File: config.mk
export PLATFORM = sky130hd
export DESIGN_NAME = alu_seq
export DESIGN_NICKNAME = d
export VERILOG_FILES = /design/src/rtl/alu_pkg.sv /design/src/rtl/alu_seq_mul.sv /design/src/rtl/alu_seq.sv
export SDC_FILE = /design/constraint.sdc
export NUM_CORES = 1
export LEC_CHECK = 0
export ABC_CLOCK_PERIOD_IN_PS = 4200
export CAP_MARGIN = 20
export CORE_MARGIN = 2
export CORE_UTILIZATION = 55
export CTS_CLUSTER_SIZE = 30
export DETAILED_ROUTE_END_ITERATION = 16
export PLACE_DENSITY = 0.78
export SLEW_MARGIN = 10
export SYNTH_ARGS = -nofsm -noshare
export SYNTH_HDL_FRONTEND = slang
export SYNTH_SLANG_ARGS = --single-unit
File: constraint.sdc
create_clock -name clk_i -period 4.2 [get_ports clk_i]
set_input_delay 0.42 -clock clk_i [delete_from_list [all_inputs] [get_ports clk_i]]
set_output_delay 0.42 -clock clk_i [all_outputs]
set_load 0.01 [all_outputs]
File: src/rtl/alu_pkg.sv
// Shared op codes, FSM states and op-classification helpers for the sequential ALU.
// Nothing here depends on the datapath width.
package alu_pkg;

  typedef enum logic [3:0] {
    OpAdd  = 4'b0000,
    OpAdc  = 4'b0001,
    OpSub  = 4'b0010,
    OpSbc  = 4'b0011,
    OpAnd  = 4'b0100,
    OpOr   = 4'b0101,
    OpXor  = 4'b0110,
    OpAndn = 4'b0111,
    OpShl  = 4'b1000,
    OpShr  = 4'b1001,
    OpRol  = 4'b1010,
    OpRor  = 4'b1011,
    OpMul  = 4'b1100,
    OpMulh = 4'b1101,
    OpRsv0 = 4'b1110,
    OpRsv1 = 4'b1111
  } alu_op_e;

  typedef enum logic [0:0] {
    StIdle,
    StBusy
  } alu_state_e;

  function automatic logic op_is_mul(alu_op_e op);
    return (op == OpMul) || (op == OpMulh);
  endfunction

  // Shifts and rotates by 0 or 1 finish in the accept cycle.
  function automatic logic op_is_multicycle(alu_op_e op, logic count_gt1);
    case (op)
      OpShl, OpShr, OpRol, OpRor: return count_gt1;
      OpMul, OpMulh:              return 1'b1;
      default:                    return 1'b0;
    endcase
  endfunction

endpackage

File: src/rtl/alu_seq_mul.sv
// Iterative unsigned shift-add multiplier. The first add-shift step happens on the start
// edge, so done and the final product appear combinationally during the WIDTH-th step.
module alu_seq_mul
  import alu_pkg::*;
#(
  parameter int unsigned WIDTH = 8,
  localparam int unsigned CW = $clog2(WIDTH)
) (
  input  logic               clk_i,
  input  logic               rst_i,
  input  logic               start_i,
  input  logic [WIDTH-1:0]   a_i,
  input  logic [WIDTH-1:0]   b_i,
  output logic               done_o,
  output logic [2*WIDTH-1:0] prod_o
);

  localparam logic [CW-1:0] CntOne  = CW'(1);
  localparam logic [CW-1:0] CntLoad = CW'(WIDTH - 1);

  logic               busy_q;
  logic [CW-1:0]      cnt_q;
  logic [WIDTH-1:0]   a_q;
  logic [2*WIDTH-1:0] p_q;

  logic [WIDTH-1:0]   a_src;
  logic [2*WIDTH-1:0] p_src;
  logic [WIDTH:0]     upper;

  // P = {accumulator, remaining multiplier bits}; each step adds A if P[0] then shifts right.
  always_comb begin
    a_src  = start_i ? a_i : a_q;
    p_src  = start_i ? {{WIDTH{1'b0}}, b_i} : p_q;
    upper  = {1'b0, p_src[2*WIDTH-1:WIDTH]} + (p_src[0] ? {1'b0, a_src} : '0);
    prod_o = {upper, p_src[WIDTH-1:1]};
    done_o = busy_q && (cnt_q == CntOne);
  end

  always_ff @(posedge clk_i) begin
    if (rst_i) begin
      busy_q <= 1'b0;
      cnt_q  <= '0;
      a_q    <= '0;
      p_q    <= '0;
    end else if (start_i) begin
      busy_q <= 1'b1;
      cnt_q  <= CntLoad;
      a_q    <= a_i;
      p_q    <= prod_o;
    end else if (busy_q) begin
      p_q   <= prod_o;
      cnt_q <= cnt_q - CntOne;
      if (cnt_q == CntOne) begin
        busy_q <= 1'b0;
      end
    end
  end

endmodule

File: src/rtl/alu_seq.sv
// Sequential ALU: single-cycle arithmetic/logic, bit-serial shift/rotate and an iterative
// multiplier behind a start/ready handshake with a one-cycle valid pulse on completion.
module alu_seq
  import alu_pkg::*;
#(
  parameter int unsigned WIDTH = 8,
  localparam int unsigned CW = $clog2(WIDTH)
) (
  input  logic             clk_i,
  input  logic             rst_i,
  input  logic             start_i,
  input  logic [3:0]       ALUOp_i,
  input  logic             carry_i,
  input  logic [CW-1:0]    count_i,
  input  logic [WIDTH-1:0] rs_i,
  input  logic [WIDTH-1:0] op2_i,
  output logic             ready_o,
  output logic             valid_o,
  output logic [WIDTH-1:0] res_o,
  output logic             carry_o,
  output logic             zero_o
);

  localparam logic [CW-1:0] CntOne = CW'(1);

  alu_state_e       state_q, state_d;
  alu_op_e          op_q, op_d, op_in;
  logic [WIDTH-1:0] sh_q, sh_d, res_q, res_d;
  logic [CW-1:0]    cnt_q, cnt_d;
  logic             carry_q, carry_d, zero_q, zero_d, valid_q, valid_d;

  logic               accept, mul_start, mul_done;
  logic [2*WIDTH-1:0] mul_prod;
  logic [WIDTH:0]     idle_step, busy_step;
  logic [WIDTH-1:0]   sc_res;
  logic               sc_carry;

  // Returns {bit shifted out, shifted value}; rotates report 0 and take their flag later.
  function automatic logic [WIDTH:0] shift_step(alu_op_e op, logic [WIDTH-1:0] v);
    case (op)
      OpShl:   shift_step = {v, 1'b0};
      OpShr:   shift_step = {v[0], 1'b0, v[WIDTH-1:1]};
      OpRol:   shift_step = {1'b0, v[WIDTH-2:0], v[WIDTH-1]};
      OpRor:   shift_step = {1'b0, v[0], v[WIDTH-1:1]};
      default: shift_step = {1'b0, v};
    endcase
  endfunction

  function automatic logic shift_carry(alu_op_e op, logic c, logic [WIDTH-1:0] r);
    case (op)
      OpRol:   shift_carry = r[0];
      OpRor:   shift_carry = r[WIDTH-1];
      default: shift_carry = c;
    endcase
  endfunction

  assign op_in     = alu_op_e'(ALUOp_i);
  assign ready_o   = (state_q == StIdle) && !rst_i;
  assign accept    = start_i && ready_o;
  assign idle_step = shift_step(op_in, rs_i);
  assign busy_step = shift_step(op_q, sh_q);

  // Result of any op that completes in its accept cycle.
  always_comb begin
    sc_res   = '0;
    sc_carry = 1'b0;
    case (op_in)
      OpAdd:  {sc_carry, sc_res} = {1'b0, rs_i} + {1'b0, op2_i};
      OpAdc:  {sc_carry, sc_res} = {1'b0, rs_i} + {1'b0, op2_i} + {{WIDTH{1'b0}}, carry_i};
      OpSub:  {sc_carry, sc_res} = {1'b0, rs_i} - {1'b0, op2_i};
      OpSbc:  {sc_carry, sc_res} = {1'b0, rs_i} - {1'b0, op2_i} - {{WIDTH{1'b0}}, carry_i};
      OpAnd:  sc_res = rs_i & op2_i;
      OpOr:   sc_res = rs_i | op2_i;
      OpXor:  sc_res = rs_i ^ op2_i;
      OpAndn: sc_res = rs_i & ~op2_i;
      OpShl, OpShr, OpRol, OpRor: begin
        if (count_i == '0) begin
          sc_res   = rs_i;
          sc_carry = shift_carry(op_in, 1'b0, rs_i);
        end else begin
          sc_res   = idle_step[WIDTH-1:0];
          sc_carry = shift_carry(op_in, idle_step[WIDTH], idle_step[WIDTH-1:0]);
        end
      end
      default: ;
    endcase
  end

  always_comb begin
    state_d   = state_q;
    op_d      = op_q;
    sh_d      = sh_q;
    cnt_d     = cnt_q;
    res_d     = res_q;
    carry_d   = carry_q;
    zero_d    = zero_q;
    valid_d   = 1'b0;
    mul_start = 1'b0;
    unique case (state_q)
      StIdle: begin
        if (accept) begin
          if (op_is_multicycle(op_in, count_i > CntOne)) begin
            state_d = StBusy;
            op_d    = op_in;
            if (op_is_mul(op_in)) begin
              mul_start = 1'b1;
            end else begin
              // First shift step happens on the accept edge.
              sh_d  = idle_step[WIDTH-1:0];
              cnt_d = count_i - CntOne;
            end
          end else begin
            valid_d = 1'b1;
            res_d   = sc_res;
            carry_d = sc_carry;
          end
        end
      end
      StBusy: begin
        if (op_is_mul(op_q)) begin
          if (mul_done) begin
            state_d = StIdle;
            valid_d = 1'b1;
            if (op_q == OpMulh) begin
              res_d   = mul_prod[2*WIDTH-1:WIDTH];
              carry_d = 1'b0;
            end else begin
              res_d   = mul_prod[WIDTH-1:0];
              carry_d = |mul_prod[2*WIDTH-1:WIDTH];
            end
          end
        end else if (cnt_q == CntOne) begin
          state_d = StIdle;
          valid_d = 1'b1;
          res_d   = busy_step[WIDTH-1:0];
          carry_d = shift_carry(op_q, busy_step[WIDTH], busy_step[WIDTH-1:0]);
        end else begin
          sh_d  = busy_step[WIDTH-1:0];
          cnt_d = cnt_q - CntOne;
        end
      end
      default: state_d = StIdle;
    endcase
    if (valid_d) begin
      zero_d = (res_d == '0);
    end
  end

  always_ff @(posedge clk_i) begin
    if (rst_i) begin
      state_q <= StIdle;
      op_q    <= OpAdd;
      sh_q    <= '0;
      cnt_q   <= '0;
      res_q   <= '0;
      carry_q <= 1'b0;
      zero_q  <= 1'b0;
      valid_q <= 1'b0;
    end else begin
      state_q <= state_d;
      op_q    <= op_d;
      sh_q    <= sh_d;
      cnt_q   <= cnt_d;
      res_q   <= res_d;
      carry_q <= carry_d;
      zero_q  <= zero_d;
      valid_q <= valid_d;
    end
  end

  alu_seq_mul #(
    .WIDTH(WIDTH)
  ) u_mul (
    .clk_i  (clk_i),
    .rst_i  (rst_i),
    .start_i(mul_start),
    .a_i    (rs_i),
    .b_i    (op2_i),
    .done_o (mul_done),
    .prod_o (mul_prod)
  );

  assign valid_o = valid_q;
  assign res_o   = res_q;
  assign carry_o = carry_q;
  assign zero_o  = zero_q;

endmodule

======== After elaboration in Yosys (flattened, before gate mapping) ========
Index checks and enable logic that the tools add are counted.
W data, S select, Z words.
word-level totals
  input bits .............................. 27
  logic and storage cells ................. 136
  output and inout port bits .............. 12
  flip-flop bits (word level) ............. 55
cells by class
  $add $sub $neg .......................... 8
  equality and inequality tests ........... 29
  bitwise gates (word level) .............. 6
  reduce and logical (&&, ||, !) cells .... 16
  magnitude comparators ................... 1
  muxes and demuxes ....................... 64
operators by type and width
  cell                   count
  $mux W8                14
  $pmux W8 S9            1
  $pmux W9 S4            2
  $eq A4 B4 Y1 const B   12
  $mux W16               3
  $pmux W8 S2            2
  $mux W1                26
  $mux W3                7
  $and A8 B8 Y8          2
  $eq A4 B3 Y1 const B   4
  $pmux W1 S2            7
  $ne A2 B2 Y1 const B   5
  $add A8 B8 Y9          1
  $add A8 B9 Y9          1
  $add A9 B1 Y9          1
  $sub A3 B1 Y3 const B  3
  $sub A8 B8 Y9          1
  $sub A9 B1 Y9          1
  $eq A4 B2 Y1 const B   2
  $logic_not A8 Y1       1
  $not A8 Y8             1
  $or A8 B8 Y8           1
  $reduce_or A8 Y1       1
  $xor A8 B8 Y8          1
  20 further kinds       24

======== Depth between registers and ports, before layout ========
Gate-level depths: netlist of the first run.
  depth in word-level cells ............... 16
  depth in mapped cells ................... 19
  depth with buffers taken out ............ 15

======== By module ========
Synthesis of the first run repeated with hierarchy kept, for this count alone.
unflattened totals
  cell total of the unflattened synthesis .. 714
  area total of the unflattened synthesis .. 5,532.8 um2
by module, submodules not included
  module       cells an instance  instances  sequential area each (um2)  area each (um2)
  alu_seq      525                1          540.5                       3,887.5
  alu_seq_mul  189                1          560.5                       1,645.3

======== Least setup slack after synthesis of the first run ========
No wires, ideal clock.
  path kind ............................... input-to-reg
  start ................................... in ALUOp_i[2]
  end ..................................... reg carry_q (netlist: carry_o)
  stages .................................. 19
  required time ........................... 4.078 ns
  buffers on the path ..................... 4
  arrival ................................. 3.882 ns
  setup time .............................. 0.122 ns
  path slack .............................. 0.196 ns
  path through ............................ buf_2 and3b_1 nand2_1 clkbuf_1 buf_1 buf_1 nand3_1 o31ai_1 ha_1 inv_1 fa_1 nor2b_1 o21a_1 o21a_1 nor2_1 or4_1 o41ai_1 a211oi_1 o21bai_1
on the way
  cells in the longest elaborated chain, start to end .. 16
  elaborated cells on any way between the ends .. 38
  those cells by class .................... add/sub (1); eq/ne (10); mux (21); reduce/logical (6)
RTL lines
  element                                               line                          text
  start: declaration                                    alu_seq.sv:12                 input logic [3:0] ALUOp_i,
  $eq A4 B4 Y1, on equally long branches                n/a
  $reduce_or A4 Y1 or $reduce_or A2 Y1 (tied branches)  alu_pkg.sv:35, alu_seq.sv:67
  $pmux W1 S2                                           alu_pkg.sv:35                 case (op)
  $mux W1                                               alu_seq.sv:101                if (accept) begin
  $mux W1                                               alu_seq.sv:99                 unique case (state_q)
  $mux W1                                               alu_seq.sv:102                if (op_is_multicycle(op_in, count_i > CntOne)) begin
  $mux W1                                               alu_seq.sv:101
  $mux W1                                               alu_seq.sv:99
  $mux W8 or $mux W16 (tied branches)                   n/a
  $mux W8                                               alu_seq_mul.sv:34             upper = {1'b0, p_src[2*WIDTH-1:WIDTH]} + (p_src[0] ? {1'b0, a_src} : '0);
  $add A8 B9 Y9                                         alu_seq_mul.sv:34
  $reduce_or A8 Y1                                      alu_seq.sv:129                carry_d = |mul_prod[2*WIDTH-1:WIDTH];
  $mux W1                                               alu_seq.sv:124                if (op_q == OpMulh) begin
  $mux W1                                               alu_seq.sv:121                if (mul_done) begin
  $mux W1                                               alu_seq.sv:120                if (op_is_mul(op_q)) begin
  $pmux W1 S2                                           alu_seq.sv:99
  end signal: assignment                                alu_seq.sv:165                carry_q <= carry_d;
  end: declaration                                      alu_seq.sv:30                 logic carry_q, carry_d, zero_q, zero_d, valid_q, valid_d;
Parallel ways exist; a longest one is shown, timed or not. The select of a mux whose other input is x is not followed.
A chain may end at the register's enable or synchronous reset.

======== Final worst setup path of the first run ========
  start ................................... in ALUOp_i[1]
  end ..................................... reg carry_q (netlist: carry_o)
The elaborated chain is that of the path after synthesis.

==> impl_metrics.tcl, run 1 <==
set metrics [dict create \
    vias 6214 \
    timing.hold.worst_endpoint "u_mul.p_q[14]" \
    holdCritPathClass "reg2reg" \
    hold-path-cell-count 2 \
    finalWorstPathRequiredPeriod_ns 3.79 \
    dr.pass1.iters 7 \
    hold_path.startpoint "u_mul.p_q[14]" \
    final_count_of_pins_violating_max_slew 0 \
    dieArea_sq_um 11100 \
    timing_hold_violations_final 0 \
    effective_utilization_at_floorplan_pct 57.1 \
    startpoint_type "primary input" \
    number_of_standard_cells_after_synthesis 770 \
    yosys.cell_types.count 73 \
    synth.top_cell.area_share_pct 19.6 \
    cts_post_setup_buffers_inserted 0 \
    cts.reportedPaths.clkPinSlew_ns 0.11 \
    wire_length_of_the_first_global_routing_pass_mm 29.6 \
    netlist_top_cells_count "85 x nand2_1, 79 x nor2_1, 61 x a21oi_1" \
    cellLeakagePower_nw 2.51 \
    critical_path_cell_count 17 \
    n_antenna_cell 0 \
    critical-path-max-stage-delay_ns 0.53 \
    max_cap_viol_count 0 \
    ctsResizeCount 0 \
    grt_max_degree 59 \
    required_ns 4.43 \
    timing.reg2reg.setup_slack_ns 0.70 \
    synth-warning-count 0 \
    number_of_antenna_violations_at_the_first_check_in_global_routing 0 \
    io_pins 39 \
    fillerInstances 881 \
    io_buffers 38 \
    postSynthAreaPerCell_sq_um 7.31 \
    die_width_um 105 \
    min_period_over_period_pct 90.3 \
    core_area_sq_um 9860 \
    critical_path_peak_fanout 8 \
    drtIter0Drc 644 \
    dominantRegCellSynth "dfxtp_1" \
    power.ir.vdd_worst_mv 0.197 \
    capturing_element_type_of_the_critical_path "flip-flop" \
    yosysMostFrequentCell "nand2_1" \
    drive_above_1_share_pct 8.02 \
    critical-path-top-delay-family "simple AND/OR/NAND/NOR gates" \
    postCtsHoldBufs 0 \
    gr-usage-all-layers_pct 33.5 \
    synth.net_count 843 \
    routed_wirelength_mm 18.9 \
    grt_overflow 0 \
    cts_max_path_buffers 2 \
    clock_latency_ns 0.33 \
    cts-buffers-inserted 5 \
    tightest_slew_ns 0.938 \
    synth.top_cells.by_area "dfxtp_1 20%, ha_1 9.6%, nand2_1 5.7%" \
    max_freq_ghz 0.264 \
    seq_total_area_yosys_pct 19.6 \
    num-nets-final 870 \
    htree_num_levels 2 \
    avgRoutedWirePerCell_um 20.3 \
    post-route-drc-count 0 \
    crit_buf_inv 3 \
    power_mw 1.53 \
    crit-reg2reg-capture "carry_o" \
    fin_setup_tns_ns 0 \
    post_synth_instance_area_sq_um 5630 \
    netlist.top_cell.by_area "dfxtp_1" \
    clock-skew-final_ns 0.0156 \
    place.detailed.hpwl_mm 14.6 \
    async_flop_share_pct 0 \
    regToRegStartpoint "state_q" \
    grt_setup_unrepaired "no" \
    run_status "complete, no violations" \
    cells_traversed_along_the_worst_timing_path "clkdlybuf4s50_1 -> and3b_1 -> nand2_1 -> buf_4 -> nand3_1 -> o31ai_1 -> ha_1 -> inv_1 -> fa_1 -> nor2b_1 -> o21a_1 -> o21a_1 -> nor2_1 -> or4_1 -> o41ai_1 -> a211oi_1 -> o21bai_1" \
    timing.max_slew.rel_slack_pct 36.9 \
    synth_enable_flop_cells 0 \
    globalplace.congestion 1.03 \
    most_common_cell_type_on_the_critical_path "o21a_1" \
    numClockSinks 55 \
    cellPowerDensity_nw_per_um2 241 \
    placement_rows 36 \
    grt_pass1_vias 5744 \
    via_per_inst 6.67 \
    critical_path_class "in2reg" \
    ant_nets 0 \
    worstPathArrival_ns 4.02 \
    critPathSlowestCell "clkdlybuf4s50_1" \
    fp.dieH_um 105 \
    tritoncts_clock_tree "yes" \
    postSynthRegisterBits 55 \
    area.growth.synth_to_final_pct 12.9 \
    reg2reg_depth 14 \
    clk_root_buffer_cell "clkbuf_8" \
    timing.final.setup_violations 0 \
]
## power breakdown
| part | switching, mW | internal (mW) | leakage [nW] |
|---|---|---|---|
| combinational | 0.325 | 0.221 | 2.00 |
| clock | 0.185 | 0.238 | 0.0644 |
| sequential | 0.0222 | 0.542 | 0.446 |
| total | 0.532 | 1.00 | 2.51 |
## layout make-up
class	instances	area (sq um)	area share, %
Clock buffer	5	68.8	1.08
Clock inverter	3	67.6	1.06
Inverter	36	135	2.13
Multi-Input combinational cell	627	4190	65.9
Sequential cell	55	1100	17.3
Tap cell	133	166	2.62
Timing Repair Buffer	72	631	9.92
## registers in the layout (all words and copies together), names as in the netlist
register / flops
op_q: 4
cnt_q: 3
carry_o: 1
state_q: 1
u_mul.cnt_q: 3
zero_o: 1
res_o: 8
u_mul.a_q: 8
valid_o: 1
u_mul.p_q: 16
u_mul.busy_q: 1
sh_q: 8
## cell usage in the layout, fill, tap and decap left out, types with 10 or more instances in the layout
cell type	instances
nand2_1	85
nor2_1	79
a21oi_1	61
dfxtp_1	55
ha_1	43
clkdlybuf4s50_1	37
inv_1	34
buf_4	34
o21ai_0	25
a211oi_1	25
nor3_1	22
nand3_1	21
mux2i_1	20
nor2b_1	18
nand2b_1	14
o31ai_1	12
and2_1	11
xnor2_1	11
xor2_1	11
o21a_1	10
a221oi_1	10
and3_1	10
o211ai_1	10
## layer usage
layer | vias to the layer above | global-route usage, % | part of all wire, %
li1 | 2864 | - | -
met1 | 2947 | 45.0 | 43
met2 | 331 | 51.5 | 43
met3 | 72 | 6.30 | 9.2
met4 | 0 | 15.8 | 4.9
met5 | - | 0 | 0
## how the worst max path moves through the flow
| stage | slack (ns) | to | start |
|---|---|---|---|
| floorplan | 0.20 | carry_o | ALUOp_i[2] |
| global placement | 0.20 | carry_o | ALUOp_i[1] |
| detailed placement | 0.15 | carry_o | ALUOp_i[1] |
| CTS | 0.47 | carry_o | ALUOp_i[1] |
| global route | 0.24 | zero_o | op2_i[0] |
| finish | 0.41 | carry_o | ALUOp_i[1] |
## per-stage QoR
stage               utilization (%)  setup slack [ns]  hold WS (ns)  cells  instance area (sq um)
finish                         64.4             0.406         0.455    931                   6350
global route                   64.4             0.243         0.481    931                   6350
CTS                            64.4             0.466         0.458    931                   6350
detailed placement             63.0             0.150         0.444    923                   6220
global placement               63.0             0.203         0.436    923                   6220
floorplan                         -             0.196         0.427    770                   5630
## tightest hold or removal path: cells and delay by family (launching register included)
family / cells / cell delay, ns
flip-flops: 1 / 0.32
AND/OR/NAND/NOR: 1 / 0.05
AO/OA/AOI/OAI: 1 / 0.05
## cells by family (layout without fill, tap and decap cells)
kind of cell / count (synthesis) / count (layout) / share of synthesized area (%)
multiplexers: 30 / 30 / 5.76
XOR/XNOR: 22 / 22 / 3.42
AO/OA/AOI/OAI: 230 / 230 / 28.5
flip-flops: 55 / 55 / 19.6
buffers and inverters: 88 / 116 / 6.11
AND/OR/NAND/NOR: 299 / 299 / 26.1
adder cells (fa/ha/maj): 46 / 46 / 10.6
Power figures use the tool's default switching activity.
==> inputs of run 2 (changes only) <==
--- a/config.mk
+++ b/config.mk
@@ -7,7 +7,6 @@
 export LEC_CHECK = 0
 export ABC_CLOCK_PERIOD_IN_PS = 4200
 export CAP_MARGIN = 20
-export CORE_MARGIN = 2
 export CORE_UTILIZATION = 55
 export CTS_CLUSTER_SIZE = 30
 export DETAILED_ROUTE_END_ITERATION = 16
==> run 2 against run 1 <==
Worst setup slack better by 0.051 ns; flip-flop and latch count did not move; die area decreased by 3.8%; final area is 0.67% higher; cell count is 0.64% higher; clock skew is 0.0039 ns lower; via count shrank 1.9%; non-clock buffer count grew 6; critical path type unchanged.
==> impl_metrics.tcl, run 2 (synthesized netlist as in run 1, its figures left out) <==
set metrics [dict create \
    final_common_cell "nand2_1" \
    startpoint_type "primary input" \
    htree_num_levels 2 \
    critical-path-max-stage-delay_ns 0.54 \
    clock_latency_ns 0.33 \
    power.ir.vdd_worst_mv 0.202 \
    most-common-layout-cells "85 x nand2_1, 79 x nor2_1, 61 x a21oi_1" \
    numClockSinks 55 \
    avgRoutedWirePerCell_um 20.2 \
    fin_setup_tns_ns 0 \
    grt_max_degree 59 \
    run_status "complete, no violations" \
    cts_max_path_buffers 2 \
    vias 6097 \
    critPathSlowestCell "clkdlybuf4s50_1" \
    design_area_sq_um 6400 \
    max_cap_viol_count 0 \
    holdCritPathClass "reg2reg" \
    number_of_antenna_violations_at_the_first_check_in_global_routing 0 \
    postCtsHoldBufs 0 \
    tritoncts_clock_tree "yes" \
    cts_post_setup_buffers_inserted 0 \
    critical_path_peak_fanout 17 \
    cts.reportedPaths.clkPinSlew_ns 0.11 \
    place.detailed.hpwl_mm 14.6 \
    dieArea_sq_um 10600 \
    grt_pass1_vias 5492 \
    capturing_element_type_of_the_critical_path "flip-flop" \
    fp.dieH_um 103 \
    max_freq_ghz 0.267 \
    fillerInstances 845 \
    clk_root_buffer_cell "clkbuf_8" \
    routed_wirelength_mm 18.9 \
    min_period_over_period_pct 89.1 \
    final_count_of_pins_violating_max_slew 0 \
    place_worst_setup_slack_ns 0.178 \
    placement_rows 36 \
    cells_traversed_along_the_worst_timing_path "clkdlybuf4s50_1 -> and3b_1 -> nand2_1 -> buf_4 -> nand3_1 -> o31ai_1 -> ha_1 -> inv_1 -> fa_1 -> buf_4 -> xor2_1 -> buf_4 -> and3_1 -> a311o_1 -> a22oi_1 -> nor4b_1 -> o2111ai_1 -> o31ai_2" \
    finalWorstPathRequiredPeriod_ns 3.74 \
    num-nets-final 876 \
    clock-skew-final_ns 0.0117 \
    power_mw 1.51 \
    io_pins 39 \
    io_buffers 38 \
    timing.reg2reg.setup_slack_ns 0.69 \
    required_ns 4.46 \
    n_antenna_cell 0 \
    grt_setup_unrepaired "no" \
    ant_nets 0 \
    cts-buffers-inserted 5 \
    placed_area_sq_um 6280 \
    largest_register_ff_count 16 \
    grt_overflow 0 \
    area.growth.synth_to_final_pct 13.6 \
    dr.pass1.iters 5 \
    timing.max_slew.rel_slack_pct 36.2 \
    tightest_slew_ns 0.948 \
    layout_setup_ws_ns 0.458 \
    timing.final.setup_violations 0 \
    gr-usage-all-layers_pct 36.2 \
    cellLeakagePower_nw 2.54 \
    core_area_sq_um 9860 \
    timing_hold_violations_final 0 \
    cellPowerDensity_nw_per_um2 235 \
    via_per_inst 6.51 \
    worstPathArrival_ns 4.00 \
    die_width_um 103 \
    post-route-drc-count 0 \
    drtIter0Drc 520 \
    critical_path_class "in2reg" \
    wire_length_of_the_first_global_routing_pass_mm 29.0 \
    effective_utilization_at_floorplan_pct 57.1 \
    most_common_cell_type_on_the_critical_path "buf_4" \
    register_with_the_most_flip_flops "u_mul.p_q" \
    ctsResizeCount 0 \
    globalplace.congestion 1.05 \
    drive_above_1_share_pct 8.71 \
]
-- run 2: cell count changes in the layout (fill, tap and decap cells not counted), sizes merged --
cell,change
clkinvlp,-1
buf,+6
clkbuf,+1
inv,+1
bufinv,-1
-- run 2: critical path, delay by kind of cell --
| family | cells | cell delay (ns) |
|---|---|---|
| AOI/OAI and AO/OA | 5 | 0.78 |
| xor gates and xnor gates | 1 | 0.18 |
| adders and majority gates | 2 | 0.60 |
| buffers and inverters | 5 | 1.12 |
| and+or+nand+nor | 5 | 0.89 |
-- run 2: cell type report --
| type | instances | area (sq um) | area share [%] |
|---|---|---|---|
| sequential | 55 | 1100 | 17.2 |
| clock inverter | 2 | 38.8 | 0.606 |
| tap | 133 | 166 | 2.60 |
| multi-input combinational | 627 | 4190 | 65.4 |
| timing repair buffer | 78 | 688 | 10.8 |
| clock buffer | 6 | 82.6 | 1.29 |
| inverter | 36 | 135 | 2.11 |
-- run 2: final timing paths --
kind / from / to / cells past startpoint
worst max register to register: state_q / zero_o / 17
worst min register to register: u_mul.p_q[13] / u_mul.p_q[13] / 2
worst min-delay path: u_mul.p_q[13] / u_mul.p_q[13] / 2
worst max-delay path: ALUOp_i[1] / zero_o / 18
-- run 2: where the power goes --
part / total [mW] / switching (mW) / internal [mW]
Clock: 0.393 / 0.196 / 0.197
Sequential: 0.563 / 0.0209 / 0.542
Combinational: 0.551 / 0.328 / 0.222
-- run 2: layer usage --
layer,vias to the layer above,GRT usage [%],wire length [um]
met5,-,0,0
met4,0,13.2,585
met3,35,9.21,1970
met2,326,56.7,8300
met1,2866,48.3,8040
li1,2870,-,-
-- run 2: through the flow --
step                std cells  hold slack, ns  util [%]
global route              937           0.475      64.9
global placement          929           0.437      63.6
finish                    937           0.456      64.9
detailed placement        929           0.443      63.6
floorplan                 770           0.427         -
CTS                       937           0.457      64.9
==> inputs of run 3 (changes only) <==
--- a/config.mk
+++ b/config.mk
@@ -7,11 +7,11 @@
 export LEC_CHECK = 0
 export ABC_CLOCK_PERIOD_IN_PS = 4200
 export CAP_MARGIN = 20
-export CORE_UTILIZATION = 55
+export CORE_ASPECT_RATIO = 0.8
+export CORE_UTILIZATION = 45
 export CTS_CLUSTER_SIZE = 30
 export DETAILED_ROUTE_END_ITERATION = 16
-export PLACE_DENSITY = 0.78
-export SLEW_MARGIN = 10
+export PLACE_DENSITY = 0.66
 export SYNTH_ARGS = -nofsm -noshare
 export SYNTH_HDL_FRONTEND = slang
 export SYNTH_SLANG_ARGS = --single-unit
==> run 3 against run 2 <==
Die area up 22%; count of clock-buffer cells in the layout is the same; critical path type unchanged; maximum frequency is 3.1% lower; clock power is 30% higher; non-clock buffer count fell by 3; sequential share of layout area is 0.22 points lower; worst setup slack got worse by 0.12 ns; final area up 1.3%; first-iteration DRC count up 37%; sequential power is essentially flat; largest power group unchanged; combinational power is essentially flat.
==> impl_metrics.tcl, run 3 (synthesized netlist as in run 1, its figures left out) <==
set metrics [dict create \
    sequentialPowerShare_pct 34.6 \
    tritoncts_clock_tree "yes" \
    grt_overflow 0 \
    min_period_over_period_pct 92.0 \
    final_count_of_pins_violating_max_slew 0 \
    via_per_inst 6.23 \
    cts_max_path_buffers 2 \
    routed_wirelength_mm 20.0 \
    vias 6054 \
    worstPathArrival_ns 4.09 \
    core_area_sq_um 12200 \
    power.ir.vdd_worst_mv 0.232 \
    grt_setup_unrepaired "no" \
    critPathSlowestCell "clkdlybuf4s50_1" \
    startpoint_type "primary input" \
    timing.hold.worst_endpoint "u_mul.p_q[14]" \
    avgRoutedWirePerCell_um 20.5 \
    cts-buffers-inserted 5 \
    tightest_slew_ns 0.917 \
    num-nets-final 873 \
    comb_power_share_pct 33.9 \
    holdCritPathClass "reg2reg" \
    largest_register_ff_count 16 \
    reg2reg_depth 17 \
    wire_length_of_the_first_global_routing_pass_mm 30.9 \
    fp.dieH_um 102 \
    effective_utilization_at_floorplan_pct 46.1 \
    io_buffers 38 \
    capturing_element_type_of_the_critical_path "flip-flop" \
    timing.hold.ws_ns 0.452 \
    hold-path-cell-count 2 \
    globalplace.congestion 1.01 \
    cts.reportedPaths.clkPinSlew_ns 0.08 \
    critical-path-top-delay-family "buffers and inverters" \
    max_cap_viol_count 0 \
    p_sw_mw 0.564 \
    grt_max_degree 59 \
    place.detailed.hpwl_mm 15.5 \
    drtIter0Drc 713 \
    cellPowerDensity_nw_per_um2 251 \
    cts_post_setup_buffers_inserted 0 \
    register_with_the_most_flip_flops "u_mul.p_q" \
    ctsResizeCount 0 \
    placement_rows 36 \
    grt_pass1_vias 5572 \
    power.internal_mw 1.06 \
    area.growth.synth_to_final_pct 15.1 \
    dieArea_sq_um 13000 \
    drive_above_1_share_pct 8.36 \
    postCtsHoldBufs 0 \
    most-common-layout-cells "85 x nand2_1, 79 x nor2_1, 61 x a21oi_1" \
    timing.max_slew.rel_slack_pct 38.3 \
    crit-reg2reg-capture "zero_o" \
    critical-path-max-stage-delay_ns 0.49 \
    die_width_um 127 \
    clk_root_buffer_cell "clkbuf_16" \
    dr.pass1.iters 5 \
    gr-usage-all-layers_pct 31.1 \
    regToRegStartpoint "state_q" \
    cellLeakagePower_nw 2.55 \
    clkPwrFrac_pct 31.5 \
    timing_hold_violations_final 0 \
    final_common_cell "nand2_1" \
    timing.final.setup_violations 0 \
    htree_num_levels 2 \
    n_antenna_cell 0 \
    max_freq_ghz 0.259 \
    dp_cells 964 \
    finalWorstPathRequiredPeriod_ns 3.86 \
    clock-skew-final_ns 0.0119 \
    cells_traversed_along_the_worst_timing_path "clkdlybuf4s50_1 -> nor3b_1 -> buf_4 -> nand2_1 -> buf_4 -> o31ai_1 -> ha_1 -> inv_1 -> fa_1 -> buf_4 -> xor2_1 -> buf_4 -> and3_1 -> a311o_1 -> a22oi_1 -> nor4b_1 -> o2111ai_1 -> o31ai_2" \
    run_status "complete, no violations" \
    clock_latency_ns 0.31 \
    post-route-drc-count 0 \
    fin_setup_tns_ns 0 \
    required_ns 4.43 \
    hold_path.startpoint "u_mul.p_q[14]" \
    critical_path_class "in2reg" \
    io_pins 39 \
    crit_buf_inv 6 \
    timing.reg2reg.setup_slack_ns 0.63 \
    ant_nets 0 \
    netSwitchingFraction_pct 34.6 \
    most_common_cell_type_on_the_critical_path "buf_4" \
    critical_path_peak_fanout 13 \
    post_layout_nonfiller_instances 972 \
    numClockSinks 55 \
    number_of_antenna_violations_at_the_first_check_in_global_routing 0 \
]
run 3: worst max path at each step:
stage	endpoint	slack (ns)	from	cells after the start
2_1_floorplan	carry_o	0.20	ALUOp_i[2]	19
3_3_place_gp	carry_o	0.18	op2_i[2]	12
3_5_place_dp	zero_o	0.09	start_i	18
4_1_cts	zero_o	0.39	start_i	18
5_1_grt	zero_o	0.03	start_i	18
6_report	zero_o	0.34	start_i	18
run 3: worst reg2reg max path, stage by stage (launching register included):
cell       delay [ns]
dfxtp_1          0.32
nor3b_1          0.24
buf_4            0.18
nand2_1          0.05
buf_4            0.18
o31ai_1          0.24
ha_1             0.21
inv_1            0.06
fa_1             0.39
buf_4            0.15
xor2_1           0.21
buf_4            0.16
and3_1           0.15
a311o_1          0.16
a22oi_1          0.11
nor4b_1          0.26
o2111ai_1        0.22
o31ai_2          0.22
run 3: area by class of cell:
| class | count | area [sq um] |
|---|---|---|
| clock buffers | 6 | 139 |
| inverters | 36 | 135 |
| clock inverters | 2 | 38.8 |
| flip-flops and latches | 55 | 1100 |
| well taps | 171 | 214 |
| multi-input cells | 627 | 4190 |
| fillers | 1183 | 5730 |
| repair buffers | 75 | 666 |
run 3: metal layers:
| layer | vias to the layer above | track usage (%) | part of all wire [%] |
|---|---|---|---|
| li1 | 2864 | - | - |
| met1 | 2880 | 43.9 | 46 |
| met2 | 262 | 47.3 | 42 |
| met3 | 48 | 6.70 | 8.7 |
| met4 | 0 | 9.62 | 2.8 |
| met5 | - | 0 | 0 |
run 3: through the flow:
step / area (sq um) / util [%] / power, mW / worst slack [ns]
CTS: 6480 / 53.1 / 1.61 / 0.391
floorplan: 5630 / - / 0.916 / 0.196
detailed placement: 6300 / 51.6 / 1.11 / 0.0917
finish: 6480 / 53.1 / 1.63 / 0.338
global route: 6480 / 53.1 / 1.70 / 0.0303
global placement: 6300 / 51.6 / 1.10 / 0.184
run 3: power by group through the flow:
stage               registers (mW)  logic (mW)  clock network, mW
CTS                          0.563       0.539              0.513
floorplan                    0.569       0.347                  0
finish                       0.563       0.552              0.512
global placement             0.574       0.527                  0
global route                 0.565       0.595              0.540
detailed placement           0.575       0.535                  0
